## src/rtl/fetch_pc_unit.sv

```systemverilog
// fetch_pc_unit
//   Instruction-fetch / program-counter stage in front of the single-cycle
//   decoder. Fetches one word per instruction over a req/ready handshake,
//   holds it in the instruction register, and selects the next PC from the
//   decoder AddrSelector and the ALU branch flags.
//
// Ports
//   clk, rstN                       clock, async active-low reset
//   startIn                         leave IDLE and begin fetching
//   imemReqOut/imemAddrOut          fetch request and word address
//   imemReadyIn/imemDataIn          fetch completion and instruction word
//   instrOut/opcodeOut              instruction register and its [4:0] field
//   instrValidOut                   high in EXEC (decoder outputs valid)
//   addrSelIn, ltFlagIn, zeroFlagIn next-PC selector and branch flags
//   immIn, regIn                    branch/jump offset, jalr base register
//   stallIn                         hold EXEC
//   pcOut, linkOut                  current PC, PC+1 link value
//   retiredOut                      retired-instruction count
//   haltedOut                       high in HALT
//   illegalSelOut                   pulse after a reserved selector retires
module fetch_pc_unit #(
  parameter int unsigned     PC_WIDTH    = 16,
  parameter int unsigned     INSTR_WIDTH = 32,
  parameter logic [PC_WIDTH-1:0] RESET_PC = '0,
  parameter logic [4:0]      HALT_OPCODE = 5'b11111,
  parameter int unsigned     CNT_WIDTH   = 32
) (
  input  logic                   clk,
  input  logic                   rstN,
  input  logic                   startIn,
  output logic                   imemReqOut,
  output logic [PC_WIDTH-1:0]    imemAddrOut,
  input  logic                   imemReadyIn,
  input  logic [INSTR_WIDTH-1:0] imemDataIn,
  output logic [INSTR_WIDTH-1:0] instrOut,
  output logic [4:0]             opcodeOut,
  output logic                   instrValidOut,
  input  logic [2:0]             addrSelIn,
  input  logic                   ltFlagIn,
  input  logic                   zeroFlagIn,
  input  logic [PC_WIDTH-1:0]    immIn,
  input  logic [PC_WIDTH-1:0]    regIn,
  input  logic                   stallIn,
  output logic [PC_WIDTH-1:0]    pcOut,
  output logic [PC_WIDTH-1:0]    linkOut,
  output logic [CNT_WIDTH-1:0]   retiredOut,
  output logic                   haltedOut,
  output logic                   illegalSelOut
);

  typedef enum logic [1:0] {IDLE, FETCH, EXEC, HALT} state_t;

  state_t                 state_q, state_d;
  logic [PC_WIDTH-1:0]    pc_q, pc_d;
  logic [INSTR_WIDTH-1:0] instr_q, instr_d;
  logic [CNT_WIDTH-1:0]   retired_q, retired_d;
  logic                   illegal_q, illegal_d;
  logic                   req_q, req_d;
  logic                   valid_q, valid_d;
  logic                   halted_q, halted_d;

  logic [PC_WIDTH-1:0]    pc_plus1;
  logic [PC_WIDTH-1:0]    pc_rel;
  logic [PC_WIDTH-1:0]    next_pc;

  // Next-PC selection; all arithmetic wraps modulo 2^PC_WIDTH.
  always_comb begin
    pc_plus1 = pc_q + PC_WIDTH'(1);
    pc_rel   = pc_q + immIn;
    next_pc  = pc_plus1;
    case (addrSelIn)
      3'b001:  next_pc = ltFlagIn   ? pc_rel : pc_plus1;
      3'b010:  next_pc = zeroFlagIn ? pc_rel : pc_plus1;
      3'b011:  next_pc = pc_rel;
      3'b100:  next_pc = regIn + immIn;
      default: next_pc = pc_plus1;
    endcase
  end

  always_comb begin
    state_d   = state_q;
    pc_d      = pc_q;
    instr_d   = instr_q;
    retired_d = retired_q;
    illegal_d = 1'b0;
    case (state_q)
      IDLE: begin
        if (startIn) state_d = FETCH;
      end
      FETCH: begin
        if (imemReadyIn) begin
          instr_d = imemDataIn;
          state_d = EXEC;
        end
      end
      EXEC: begin
        if (!stallIn) begin
          pc_d      = next_pc;
          retired_d = retired_q + CNT_WIDTH'(1);
          illegal_d = (addrSelIn >= 3'd5);
          state_d   = (instr_q[4:0] == HALT_OPCODE) ? HALT : FETCH;
        end
      end
      HALT: begin
        state_d = HALT;
      end
      default: state_d = IDLE;
    endcase
    // Handshake/status outputs are registered copies of the next-state decode.
    req_d    = (state_d == FETCH);
    valid_d  = (state_d == EXEC);
    halted_d = (state_d == HALT);
  end

  always_ff @(posedge clk or negedge rstN) begin
    if (!rstN) begin
      state_q   <= IDLE;
      pc_q      <= RESET_PC;
      instr_q   <= '0;
      retired_q <= '0;
      illegal_q <= 1'b0;
      req_q     <= 1'b0;
      valid_q   <= 1'b0;
      halted_q  <= 1'b0;
    end else begin
      state_q   <= state_d;
      pc_q      <= pc_d;
      instr_q   <= instr_d;
      retired_q <= retired_d;
      illegal_q <= illegal_d;
      req_q     <= req_d;
      valid_q   <= valid_d;
      halted_q  <= halted_d;
    end
  end

  assign imemReqOut    = req_q;
  assign imemAddrOut   = pc_q;
  assign instrOut      = instr_q;
  assign opcodeOut     = instr_q[4:0];
  assign instrValidOut = valid_q;
  assign pcOut         = pc_q;
  assign linkOut       = pc_plus1;
  assign retiredOut    = retired_q;
  assign haltedOut     = halted_q;
  assign illegalSelOut = illegal_q;

endmodule

```

## config.mk

```make
export PLATFORM = sky130hd
export DESIGN_NAME = fetch_pc_unit
export DESIGN_NICKNAME = d
export VERILOG_FILES = /design/src/rtl/fetch_pc_unit.sv
export SDC_FILE = /design/constraint.sdc
export NUM_CORES = 1
export LEC_CHECK = 0
export CORE_ASPECT_RATIO = 1.1
export CORE_MARGIN = 1
export CORE_UTILIZATION = 46
export CTS_CLUSTER_DIAMETER = 30
export DETAILED_ROUTE_END_ITERATION = 16
export PLACE_DENSITY = 0.85
export SLEW_MARGIN = 20
export SYNTH_ARGS = -nofsm -noshare
export SYNTH_HDL_FRONTEND = slang
export SYNTH_SLANG_ARGS = --single-unit
```

## constraint.sdc

```tcl
create_clock -name clk -period 3.47 [get_ports clk]
set_clock_uncertainty 0.15 [all_clocks]
set_input_delay 1.041 -clock clk [delete_from_list [all_inputs] [get_ports clk]]
set_output_delay 1.041 -clock clk [all_outputs]
set_load 0.03 [all_outputs]
```

-- Word level (Yosys, flattened, before mapping)
Cells that the tools add are included.
- register bits: 86
- bits in latches: 0
- memory bits (writable): 0
- ROM bits: 0
- input port bits: 74
- output and inout port bits: 121
- memories: 0
- add/subtract/negate cells: 4
- $mul: 0
- div/mod/pow operators: 0
- $lt $le $gt $ge: 1
- equal/unequal tests: 11
- shift-type cells: 0
- mux-type cells: 10
- bitwise gates (word level): 1
- reductions and logical operators: 3
- operators by type and width (kind ; count):
    one-hot mux 16 bit (4 select lines) ; 1
    adder 16 bit ; 2
    adder 32 x 1 -> 32 bit (second input constant) ; 1
    two-way mux 16 bit ; 2
    adder 16 x 1 -> 16 bit (second input constant) ; 1
    == test 2 bit (second input constant) ; 4
    two-way mux 2 bit ; 4
    one-hot mux 2 bit (4 select lines) ; 1
    == test 3 x 2 -> 1 bit (second input constant) ; 2
    == test 5 bit (second input constant) ; 1
    == test 2 x 1 -> 1 bit (second input constant) ; 2
    AND reduction 2 bit ; 2
    == test 3 x 1 -> 1 bit (second input constant) ; 1
    == test 3 bit (second input constant) ; 1
    >= comparator 3 bit (second input constant) ; 1
    zero test 2 bit ; 1
    two-way mux 1 bit ; 2
    inverter 1 bit ; 1

-- Logic depth before layout (Yosys ltp)
- word-level depth: 5
- gate-level depth with buffers: 10
- mapped depth without buffers: 9

-- Worst setup path before layout
No wires, ideal clock.
- path kind: input -> register
- from: input port immIn[0]
- to: register pc_q[14], in the netlist imemAddrOut[14]
- arrival: 3.115 ns
- data required time: 3.253 ns
- setup slack: 0.138 ns
- stages: 9
- buffers on the path: 0
- cells stage by stage: ha_1 fa_1 a211oi_1 nor2_1 a41oi_1 o31ai_1 xnor2_1 a2111oi_2 o32a_1
- word-level cells in the longest chain between the ends: 3
- elaborated cells between the ends (all ways): 5
- RTL lines (what ; line ; RTL):
    start: declaration ; 41 ; input logic [PC_WIDTH-1:0] immIn,
    adder 16 bit ; 69 ; pc_rel = pc_q + immIn;
    two-way mux 16 bit, on equally long branches ; 73, 72 ;
    one-hot mux 16 bit (4 select lines) * ; 71 ; case (addrSelIn)
    end signal: assignment ; 127 ; pc_q <= pc_d;
    end: declaration ; 54 ; logic [PC_WIDTH-1:0] pc_q, pc_d;
Mark *: on every way between the ends. The rest lies on a longest branch, timed or not.
A chain may end at the register's enable or synchronous reset.

-- Worst setup path in the final report
- from: register pc_q[1], in the netlist imemAddrOut[1]
- to: output port linkOut[12]
- word-level cells in the longest chain between the ends: 1
- RTL lines (what ; line ; RTL):
    adder 16 x 1 -> 16 bit ; 68 ; pc_plus1 = pc_q + PC_WIDTH'(1);
    end: declaration ; 45 ; output logic [PC_WIDTH-1:0] linkOut,
Every way passes these cells.

==> impl_metrics.yaml <==
status:
  status: "finished clean"
cells_and_area:
  layout_common_cells: "clkdlybuf4s50_1 (183), dfrtp_1 (86), nand2_1 (59)"
  layout_commonest_cell: "clkdlybuf4s50_1"
  diodes: 0
  layout-drive-gt1-share_pct: 15.0
  finalInstanceArea_mm2: 0.00814
  syn2layout_area_growth_pct: 47.6
  final_util_pct: 70.2
  finalNonFillerCells: 944
  final_nets: 897
placement:
  gp_congestion: 0.902
  port_buffers: 194
  pre_cts_ws_ns: -0.454
  placed_cells: 927
  hpwl_mm: 13.1
  dpl-instance-area_mm2: 0.00782
synth:
  synthFlopType: "dfrtp_1"
  ys_warn_count: 0
  synth_cell_type_count: 56
  synth-edff-count: 0
  avgSynthCellArea_um2: 9.74
  ys_async_sr_fraction_pct: 100
  synthesis.nets: 674
  yosysTopAreaCell: "dfrtp_1"
  synth-seq-cells: 86
  synth_area_mm2: 0.00551
  synthTopCellsByArea: "dfrtp_1 (39%), xnor2_1 (7.3%), ha_1 (7.3%)"
  synth_top_area_share_pct: 39.0
  syn-instance-count: 566
  synth_seq_area_share_pct: 39.0
critical_path:
  worst-setup-path-type: "flop to primary output"
  crit_required_ns: 2.28
  critPathCaptureType: "primary output"
  cp_num_cells: 6
  max_stage_delay_ns: 0.44
  crit_path_end: "linkOut[12]"
  crit_slowest_cell: "dfrtp_1"
  crit_family: "simple AND/OR/NAND/NOR gates"
  r2r_end: "imemAddrOut[11]"
  worst-r2r-setup-slack_ns: 0.68
  arrival_ns: 2.15
  cp_num_buf_inv: 1
  rr_worst_depth: 10
  startpoint_type: "flop"
  r2r-start: "imemAddrOut[1]"
  cp_cell_sequence: "ha_2 -> and3_2 -> nand3_4 -> nor3_2 -> xor2_1 -> buf_4"
  startpoint: "imemAddrOut[1]"
  worstPathMaxFanout: 6
grt:
  antenna_found_initial: 0
  grt_overflow: 0
  grt_pass1_wl_mm: 25.2
  grt_pass1_vias: 5205
  grtUsageTotal_pct: 25.9
  grt_max_degree: 49
flow_run:
  cap_viol_max_count: 0
timing:
  fin_ws_ns: 0.130
  finalHoldViolCount: 0
  period_share_pct: 96.2
  finalHoldWorstSlack_ns: 0.327
  min_period_ns: 3.34
  slew-limit-headroom_pct: 57.6
  fmax_mhz: 299
  worst_slew_pin_slew_ns: 0.630
  final-setup-viol-count: 0
  setup_tns_ns: 0
  slew_violations: 0
  rsz0062_at_grt: "no"
die:
  chipHeight_um: 117
  start_util_pct: 47.6
  dieArea_mm2: 0.0124
  core_mm2: 0.0116
  ios: 195
  rows: 41
  die_w_um: 106
route:
  num_vias: 5276
  wl_per_cell_um: 17.2
  avgViaCountPerCell: 5.59
  first_iter_violations: 310
  ant_nets: 0
  drc_errors: 0
  drt_pass1_iterations: 5
  drt_wl_total_mm: 16.2
cts:
  postCtsHoldBufs: 0
  root_buffer: "clkbuf_16"
  path_clk_slew_ns: 0.07
  clock_latency_ns: 0.34
  cts_tree: "done"
  numCtsBuffers: 9
  cts_htree_levels: 3
  cts_buffer_depth: 2
  numClockSinks: 86
pwr:
  power_mw: 6.62
  p_leak_nw: 3.53
  ir_worst_vdd_v: 0.000514
  power_density_mw_per_mm2: 814
hold_path:
  hp-class: "flop to flop"
## area by class of cell
class                           count  area, µm²
Clock buffer                        9        225
Clock inverter                      7       61.3
Fill cell                         818       3450
Inverter                            9       33.8
Multi-Input combinational cell    437       3150
Sequential cell                    86       2150
Tap cell                          150        188
Timing Repair Buffer              246       2320
## state kept, by name (all words and copies together) (netlist names)
name	cells
retiredOut	32
instrValidOut	1
instrOut	32
state_q	2
imemReqOut	1
haltedOut	1
illegalSelOut	1
imemAddrOut	16
## timing repair
item / 4_1_cts / 5_1_grt
setup endpoints to repair: 8 / 6
setup buffers: 1 / 0
gates resized for setup: 8 / 4
pin swaps: 0 / 2
## layer usage
| layer | GRT usage [%] | share of wire [%] |
|---|---|---|
| met5 | 0 | 0 |
| met4 | 10.4 | 2.3 |
| met3 | 5.26 | 7.4 |
| met2 | 48.4 | 52 |
| met1 | 29.1 | 38 |
## power by group
part / total, mW / internal (mW) / leakage, nW / switching, mW
sequential: 1.59 / 1.33 / 1.09 / 0.260
combinational: 4.11 / 1.80 / 2.31 / 2.31
clock: 0.921 / 0.500 / 0.135 / 0.420
total: 6.62 / 3.63 / 3.53 / 2.99
## synthesized netlist by cell type, types with 4 or more instances
| cell | count |
|---|---|
| a211o_1 | 4 |
| a211oi_1 | 7 |
| a21o_1 | 9 |
| a21oi_1 | 41 |
| a221oi_1 | 4 |
| and3_1 | 11 |
| buf_4 | 21 |
| clkbuf_1 | 11 |
| dfrtp_1 | 86 |
| ha_1 | 32 |
| inv_1 | 9 |
| mux2_2 | 32 |
| nand2_1 | 59 |
| nand3_1 | 24 |
| nand4_1 | 8 |
| nor2_1 | 33 |
| nor3_1 | 5 |
| o211ai_1 | 6 |
| o21a_1 | 4 |
| o21ai_0 | 20 |
| o21ai_1 | 13 |
| xnor2_1 | 46 |
| xor2_1 | 24 |
## how the worst min path moves through the flow
stage	slack [ns]	to	cells after the start	start
after global routing	0.34	retiredOut[31]	1	retiredOut[31]
after global placement	0.31	retiredOut[31]	1	retiredOut[31]
after detailed placement	0.32	retiredOut[31]	1	retiredOut[31]
after floorplan	0.42	state_q[1]	2	state_q[1]
after CTS	0.33	retiredOut[31]	1	retiredOut[31]
final	0.33	retiredOut[31]	1	retiredOut[31]
## cells by family (layout without fill, tap and decap cells)
family,after synthesis,after routing,synth area share (%)
simple gates,160,160,14.3
compound gates,137,137,15.8
flops,86,86,39.0
xor+xnor,71,71,11.4
buf+inv,43,271,4.40
mux,35,35,7.08
fa+ha+maj,34,34,7.99
(Power assumes the default switching activity.)
